File: config.mk
export PLATFORM = sky130hd
export DESIGN_NAME = signature_stream_out
export DESIGN_NICKNAME = d
export VERILOG_FILES = /design/src/rtl/virtual_chip_pkg.sv /design/src/rtl/signature_stream_out.sv
export SDC_FILE = /design/constraint.sdc
export NUM_CORES = 2
export LEC_CHECK = 0
export ABC_AREA = 0
export BUFFER_PORTS_ARGS = -buffer_cell sky130_fd_sc_hd__buf_4
export CELL_PAD_IN_SITES_DETAIL_PLACEMENT = 0
export CELL_PAD_IN_SITES_GLOBAL_PLACEMENT = 1
export CORE_ASPECT_RATIO = 1.5
export CORE_MARGIN = 3
export CORE_UTILIZATION = 30
export DETAILED_ROUTE_END_ITERATION = 16
export GPL_ROUTABILITY_DRIVEN = 0
export HOLD_SLACK_MARGIN = 0.08
export PLACE_DENSITY_LB_ADDON = 0.1
export SLEW_MARGIN = 20
export SYNTH_ARGS = -nofsm -noshare
export SYNTH_HDL_FRONTEND = slang
export SYNTH_SLANG_ARGS = --single-unit
File: constraint.sdc
create_clock -name clk -period 3.1 [get_ports clk]
set_input_delay 0.465 -clock clk [delete_from_list [all_inputs] [get_ports clk]]
set_output_delay 0.465 -clock clk [all_outputs]
set_load 0.01 [all_outputs]
File: src/rtl/virtual_chip_pkg.sv
// Shared types and constants for the signature output streamer: FSM states,
// packet geometry and header field layout.
package virtual_chip_pkg;

  typedef enum logic [1:0] {
    ST_IDLE = 2'd0,
    ST_HDR  = 2'd1,
    ST_SIG  = 2'd2,
    ST_TX   = 2'd3
  } state_t;

  localparam logic [15:0] HDR_MAGIC_DEFAULT = 16'hC5A1;

  localparam int WORD_BITS = 32;
  localparam int SIG_BITS  = 520;
  localparam int TX_BITS   = 256;
  localparam int SIG_WORDS = 17;
  localparam int TX_WORDS  = 8;

  localparam int HDR_MAGIC_LSB = 16;
  localparam int HDR_ERR_BIT   = 15;
  localparam int HDR_SEQ_LSB   = 0;

  function automatic logic [WORD_BITS-1:0] make_header(
    input logic [15:0] magic,
    input logic        err,
    input logic [7:0]  seq
  );
    logic [WORD_BITS-1:0] h;
    h = '0;
    h[HDR_MAGIC_LSB +: 16] = magic;
    h[HDR_ERR_BIT]         = err;
    h[HDR_SEQ_LSB +: 8]    = seq;
    return h;
  endfunction

endpackage

File: src/rtl/signature_stream_out.sv
// Serialises one captured signature/TX result into a 32-bit valid/ready stream:
// header, 17 signature words, 8 TX words (header only when the core flagged an error).
module signature_stream_out
  import virtual_chip_pkg::*;
#(
  parameter logic [15:0] HDR_MAGIC = HDR_MAGIC_DEFAULT
) (
  input  logic                 clk,
  input  logic                 rst_n,
  input  logic [SIG_BITS-1:0]  sig_in,
  input  logic [TX_BITS-1:0]   tx_in,
  input  logic                 in_valid,
  input  logic                 in_error,
  output logic                 in_ready,
  output logic [WORD_BITS-1:0] m_tdata,
  output logic                 m_tvalid,
  input  logic                 m_tready,
  output logic                 m_tlast,
  output logic                 busy,
  output logic [7:0]           drop_count
);

  state_t              state_q, state_d;
  logic [4:0]          cnt_q, cnt_d;
  logic [SIG_BITS-1:0] sig_q;
  logic [TX_BITS-1:0]  tx_q;
  logic                err_q;
  logic [7:0]          seq_q;
  logic [7:0]          drop_q;
  logic                ready_en_q;

  logic                capture;
  logic                handshake;
  logic [4:0]          sig_idx;
  logic [2:0]          tx_idx;

  // Held low through reset so in_ready only rises on the first edge after release.
  assign in_ready   = ready_en_q && (state_q == ST_IDLE);
  assign busy       = (state_q != ST_IDLE);
  assign m_tvalid   = busy;
  assign drop_count = drop_q;

  assign capture   = in_valid && in_ready;
  assign handshake = m_tvalid && m_tready;

  // Word index counts from the most significant word down.
  assign sig_idx = 5'(SIG_WORDS - 1) - cnt_q;
  assign tx_idx  = 3'(TX_WORDS - 1) - cnt_q[2:0];

  always_comb begin
    // NOTE: every always_comb output gets a default first so no path can infer a latch.
    state_d = state_q;
    cnt_d   = cnt_q;
    unique case (state_q)
      ST_IDLE: begin
        if (capture) begin
          state_d = ST_HDR;
          cnt_d   = '0;
        end
      end
      ST_HDR: begin
        if (handshake) begin
          state_d = err_q ? ST_IDLE : ST_SIG;
          cnt_d   = '0;
        end
      end
      ST_SIG: begin
        if (handshake) begin
          if (cnt_q == 5'(SIG_WORDS - 1)) begin
            state_d = ST_TX;
            cnt_d   = '0;
          end else begin
            cnt_d = cnt_q + 5'd1;
          end
        end
      end
      ST_TX: begin
        if (handshake) begin
          if (cnt_q == 5'(TX_WORDS - 1)) begin
            state_d = ST_IDLE;
            cnt_d   = '0;
          end else begin
            cnt_d = cnt_q + 5'd1;
          end
        end
      end
      default: begin
        state_d = ST_IDLE;
        cnt_d   = '0;
      end
    endcase
  end

  // Data and last are pure functions of registered state, so they hold during stalls.
  always_comb begin
    m_tdata = '0;
    m_tlast = 1'b0;
    unique case (state_q)
      ST_HDR: begin
        m_tdata = make_header(HDR_MAGIC, err_q, seq_q);
        m_tlast = err_q;
      end
      ST_SIG: begin
        if (cnt_q == 5'd0) begin
          m_tdata = {24'h0, sig_q[SIG_BITS-1 -: 8]};
        end else begin
          m_tdata = sig_q[{sig_idx, 5'b0} +: WORD_BITS];
        end
      end
      ST_TX: begin
        m_tdata = tx_q[{tx_idx, 5'b0} +: WORD_BITS];
        m_tlast = (cnt_q == 5'(TX_WORDS - 1));
      end
      default: begin
        m_tdata = '0;
        m_tlast = 1'b0;
      end
    endcase
  end

  always_ff @(posedge clk or negedge rst_n) begin
    // NOTE: sequential state uses non-blocking assignments so every flop samples pre-edge values.
    if (!rst_n) begin
      state_q    <= ST_IDLE;
      cnt_q      <= '0;
      seq_q      <= '0;
      drop_q     <= '0;
      ready_en_q <= 1'b0;
    end else begin
      state_q    <= state_d;
      cnt_q      <= cnt_d;
      ready_en_q <= 1'b1;
      if (handshake && m_tlast) begin
        seq_q <= seq_q + 8'd1;
      end
      if (in_valid && busy && (drop_q != 8'hFF)) begin
        drop_q <= drop_q + 8'd1;
      end
    end
  end

  // NOTE: the wide capture registers are reset too, so a discarded packet leaves no stale data.
  always_ff @(posedge clk or negedge rst_n) begin
    if (!rst_n) begin
      sig_q <= '0;
      tx_q  <= '0;
      err_q <= 1'b0;
    end else if (capture) begin
      sig_q <= sig_in;
      tx_q  <= tx_in;
      err_q <= in_error;
    end
  end

endmodule

Word-level counts from Yosys, hierarchy flattened:

Index checks and enable logic that the tools add are counted.

* bits of input ports: 781
* register bits: 801

* reduce and logical (&&, ||, !) cells: 11
* mux-type cells: 18
* shift-type cells: 2
* eq/ne operators: 12
* add/subtract/negate cells: 5

Operators with widths (count)
* $shiftx A520 B11 Y32: 1
* $shiftx A256 B9 Y32: 1
* $pmux W32 S3: 1
* $mux W32: 1
* $mux W5: 6
* $pmux W5 S4: 1
* $add A8 B1 Y8 const B: 2
* $mux W2: 7
* $ne A2 B2 Y1 const B: 6
* $ne A8 B8 Y1 const B: 1
* $pmux W2 S4: 1
* $logic_and A1 B1 Y1: 6
* $reduce_and A6 Y1: 1
* $add A5 B1 Y5 const B: 1
* $eq A5 B3 Y1 const B: 1
* $eq A5 B5 Y1 const B: 1
* $logic_not A5 Y1: 1
* $sub A5 B5 Y5 const A: 1
* $eq A2 B2 Y1 const B: 2
* $reduce_and A4 Y1: 1
* $sub A3 B3 Y3 const A: 1
* $eq A2 B1 Y1 const B: 1
* $logic_not A2 Y1: 1
* $pmux W1 S2: 1
* $reduce_bool A2 Y1: 1

Depth between registers and ports, before layout:

* depth after elaboration: 5
* depth in mapped cells: 14

Worst setup path after synthesis:

No wires, ideal clock.

* path kind: register to output
* start point: register cnt_q[0]
* end point: output m_tdata[23]
* buffers on the path: 5
* arrival time: 2.986 ns
* stages on the path, launching flop included: 15
* path slack: -0.351 ns
* required time: 2.635 ns
* cells stage by stage: dfrtp_1 buf_4 buf_6 inv_1 buf_2 ha_1 nor3b_1 ha_1 and3b_1 clkbuf_1 and2_1 nand2_1 buf_2 a221oi_2 a221o_1

* cells in the longest elaborated chain, start to end: 4

RTL lines
* start: declaration: RTL line signature_stream_out.sv:24 `logic [4:0] cnt_q, cnt_d;`
* start signal: assignment: RTL line signature_stream_out.sv:131 `cnt_q <= cnt_d;`
* $sub A5 B5 Y5: RTL line signature_stream_out.sv:47 `assign sig_idx = 5'(SIG_WORDS - 1) - cnt_q;`
* $shiftx A520 B11 Y32: RTL line signature_stream_out.sv:107 `m_tdata = sig_q[{sig_idx, 5'b0} +: WORD_BITS];`
* $mux W32: RTL line signature_stream_out.sv:104 `if (cnt_q == 5'd0) begin`
* $pmux W32 S3 (*): RTL line signature_stream_out.sv:98 `unique case (state_q)`
* end: declaration: RTL line signature_stream_out.sv:15 `output logic [WORD_BITS-1:0] m_tdata,`

Mark *: on every way between the ends. The rest lies on a longest branch, timed or not.

Worst setup path after layout:

* start point: register cnt_q[0]
* end point: output m_tdata[26]

The elaborated chain is that of the path after synthesis.

==> results_dict.tcl <==
set metrics [dict create \
    ys.flop_type "dfrtp_1" \
    slew_violations 0 \
    grt_usage 0.225 \
    postSynthCellCount 2298 \
    synth_top_area_share 0.549 \
    synth-seq-cells 801 \
    core-area_um2 121000 \
    num_rows 156 \
    cts_inserted_buffers 87 \
    start_util 0.303 \
    maxCapViolCount 0 \
    peakVddDrop_uv 529 \
    wirelength_mm 145 \
    internal_power_mw 37.4 \
    setup_viol 32 \
    leakage_nw 25.1 \
    reg2regPathDepth 4 \
    crit_path_max_fanout 10 \
    io_pins 825 \
    utilization 0.482 \
    die_w_um 291 \
    finalHoldViolCount 0 \
    hold_depth 3 \
    met1_length_mm 59.1 \
    placed_area_um2 45600 \
    async_flop_share 1.00 \
    cp.arrival_ns 3.13 \
    rsz0062_at_grt "yes" \
    switching_share 0.341 \
    fillers 10700 \
    cts_root_buffer "clkbuf_16" \
    fin_nets 4845 \
    synth-edff-count 0 \
    min_period_ns 3.59 \
    port-buffer-count 824 \
    synth_area_leaders "dfrtp_1, mux2_2, mux4_2" \
    layout.cells.non_filler 5752 \
    syn_area_per_cell_um2 15.9 \
    fmax_mhz 278 \
    power_density_nw_per_um2 978 \
    finalCritPeriodShare 1.16 \
    hp-start "m_tready" \
    cts_buffer_depth 3 \
    slew_headroom 0.567 \
    dieArea_um2 126000 \
    final.setup.tns_ns -13.16 \
    route.met3.wl_mm 7.34 \
    reg2reg_from "state_q[0]" \
    drc 0 \
    clockPowerShare 0.189 \
    end_kind "output port" \
    max_slew.worst_pin.slew_ns 0.649 \
    met2_length_mm 73.4 \
    clkLatencyLatePin_ns 0.69 \
    grt_overflow 0 \
    worstPathRequired_ns 2.63 \
    yosysTopAreaCell "dfrtp_1" \
    cts_tree "yes" \
    postRouteAntennaNets 0 \
    routed.top_layer "met5" \
    syn-cell-area_um2 36500 \
    pwr-share-comb 0.484 \
    vias_per_cell 4.74 \
    drt_first_iter_violations 1161 \
    power_switching_mw 19.4 \
    grt_first_pass_wirelength_mm 209 \
    path_clk_slew_ns 0.06 \
    crit_type "register to output port" \
    yosysUniqueCellTypes 52 \
    violations "negative setup slack" \
    grt_pass1_vias 31100 \
    dp_hpwl_mm 109 \
    routedWlPerCell_um 25.3 \
    ys_seq_area_frac 0.549 \
    rrSetupSlack_ns 0.68 \
    grt_max_degree 86 \
    synth_nets 3085 \
    ys_warn_count 0 \
    min_path_type "input pin to register" \
    synthToLayoutAreaGrowth_pct 59.2 \
    drive_above_1_share 0.548 \
    seqPwrFrac 0.327 \
    hold_path_end "cnt_q[0]" \
    fin_area_um2 58100 \
    start_kind "register" \
    r2r-end "sig_q[396]" \
    setup_slack_ns -0.492 \
    die_h_um 433 \
    dpl.cell_count 4710 \
    drt-pass1-iter-count 5 \
    antenna_found_initial 52 \
    num_vias 27300 \
    clock-sinks 801 \
    outcome "finished with violations" \
    h-tree-depth 3 \
    skew_ns 0.0195 \
]
-- cell usage after synthesis (12+ instances only) --
library cell,instances
nand2_1,43
nand3_1,15
xnor2_1,12
o22ai_1,16
mux2i_1,104
buf_2,71
mux4_2,158
buf_4,72
mux2_2,816
dfrtp_1,801
o22a_1,16
a21oi_1,15
o21ai_0,23
-- cells by family after synthesis --
| logic type | after synthesis | share of synthesized area |
|---|---|---|
| other cells | 1 | 0.000103 |
| xor+xnor | 20 | 0.00521 |
| mux | 1080 | 0.378 |
| simple gates | 106 | 0.0152 |
| compound gates | 119 | 0.0226 |
| fa+ha+maj | 6 | 0.00206 |
| buf+inv | 165 | 0.0276 |
| flops | 801 | 0.549 |
-- power by group through the flow --
stage | registers, mW | clock network (mW) | logic [mW]
finish | 18.6 | 10.8 | 27.5
global route | 19.2 | 11.5 | 29.3
CTS | 18.6 | 11.1 | 26.7
detailed placement | 18.8 | 0 | 23.5
global placement | 18.5 | 0 | 23.2
floorplan | 17.6 | 0 | 14.3
-- flip-flops by register name (all words and copies together) (netlist names), named ones only --
| register | count |
|---|---|
| ready_en_q | 1 |
| err_q | 1 |
| state_q | 1 |
| cnt_q | 5 |
| tx_q | 256 |
| seq_q | 8 |
| drop_count | 8 |
| sig_q | 520 |
-- repair_timing --
| item | 4_1_cts | 5_1_grt |
|---|---|---|
| endpoints found under the setup margin | 32 | 33 |
| pin swaps | 5 | 12 |
| gates resized for setup | 136 | 65 |
| hold endpoints to repair | 815 | 0 |
| gates cloned | 8 | 8 |
| hold buffers | 778 | 0 |
| buffers inserted | 23 | 23 |
-- through the flow --
step | total power, mW | hold WS (ns) | setup WS [ns]
floorplan | 31.8 | 0.169 | 0.00316
global placement | 41.7 | 0.465 | -0.0677
detailed placement | 42.3 | 0.464 | -0.0629
CTS | 56.4 | 0.190 | -0.598
global route | 59.9 | 0.266 | -0.613
finish | 56.8 | 0.266 | -0.492
-- metal layers --
metal / global-route usage / up-vias
li1: - / 12200
met4: 0.0882 / 18
met5: 0 / -
met2: 0.391 / 795
met3: 0.0453 / 227
met1: 0.276 / 14100
-- cell type report --
cell class | count | area, um2 | area share
flip-flops and latches | 801 | 20100 | 0.345
repair buffers | 1830 | 16900 | 0.291
multi-input cells | 1332 | 16100 | 0.278
clock buffers | 123 | 2500 | 0.0431
well taps | 1580 | 1980 | 0.0340
clock inverters | 34 | 392 | 0.00674
diodes | 46 | 115 | 0.00198
inverters | 6 | 27.5 | 0.000473
-- cells in the final DEF, fill, tap and decap left out, types with 18 or more instances in the layout --
cell	Yosys	final
mux2_2	816	814
clkbuf_1	9	18
diode_2	0	46
mux2i_1	104	75
buf_6	4	44
buf_12	0	46
nand2_1	43	38
dfrtp_1	801	798
dlygate4sd3_1	0	778
mux4_2	158	158
clkbuf_16	0	95
buf_4	72	934
-- worst max path at each step --
stage	start	end	cells after the start
5_1_grt	cnt_q[0]	m_tdata[4]	10
2_1_floorplan	cnt_q[1]	m_tdata[23]	14
4_1_cts	cnt_q[0]	m_tdata[26]	10
6_report	cnt_q[0]	m_tdata[26]	10
3_5_place_dp	cnt_q[0]	m_tdata[24]	9
3_3_place_gp	cnt_q[0]	m_tdata[24]	9
-- critical path: stages (launching register included) --
cell      delay (ns)
dfrtp_4         0.43
buf_6           0.15
buf_12          0.16
buf_12          0.13
buf_16          0.15
mux4_2          0.55
mux2_2          0.28
o21ai_1         0.12
buf_4           0.16
o221ai_1        0.13
buf_4           0.19
(Power assumes the default switching activity.)
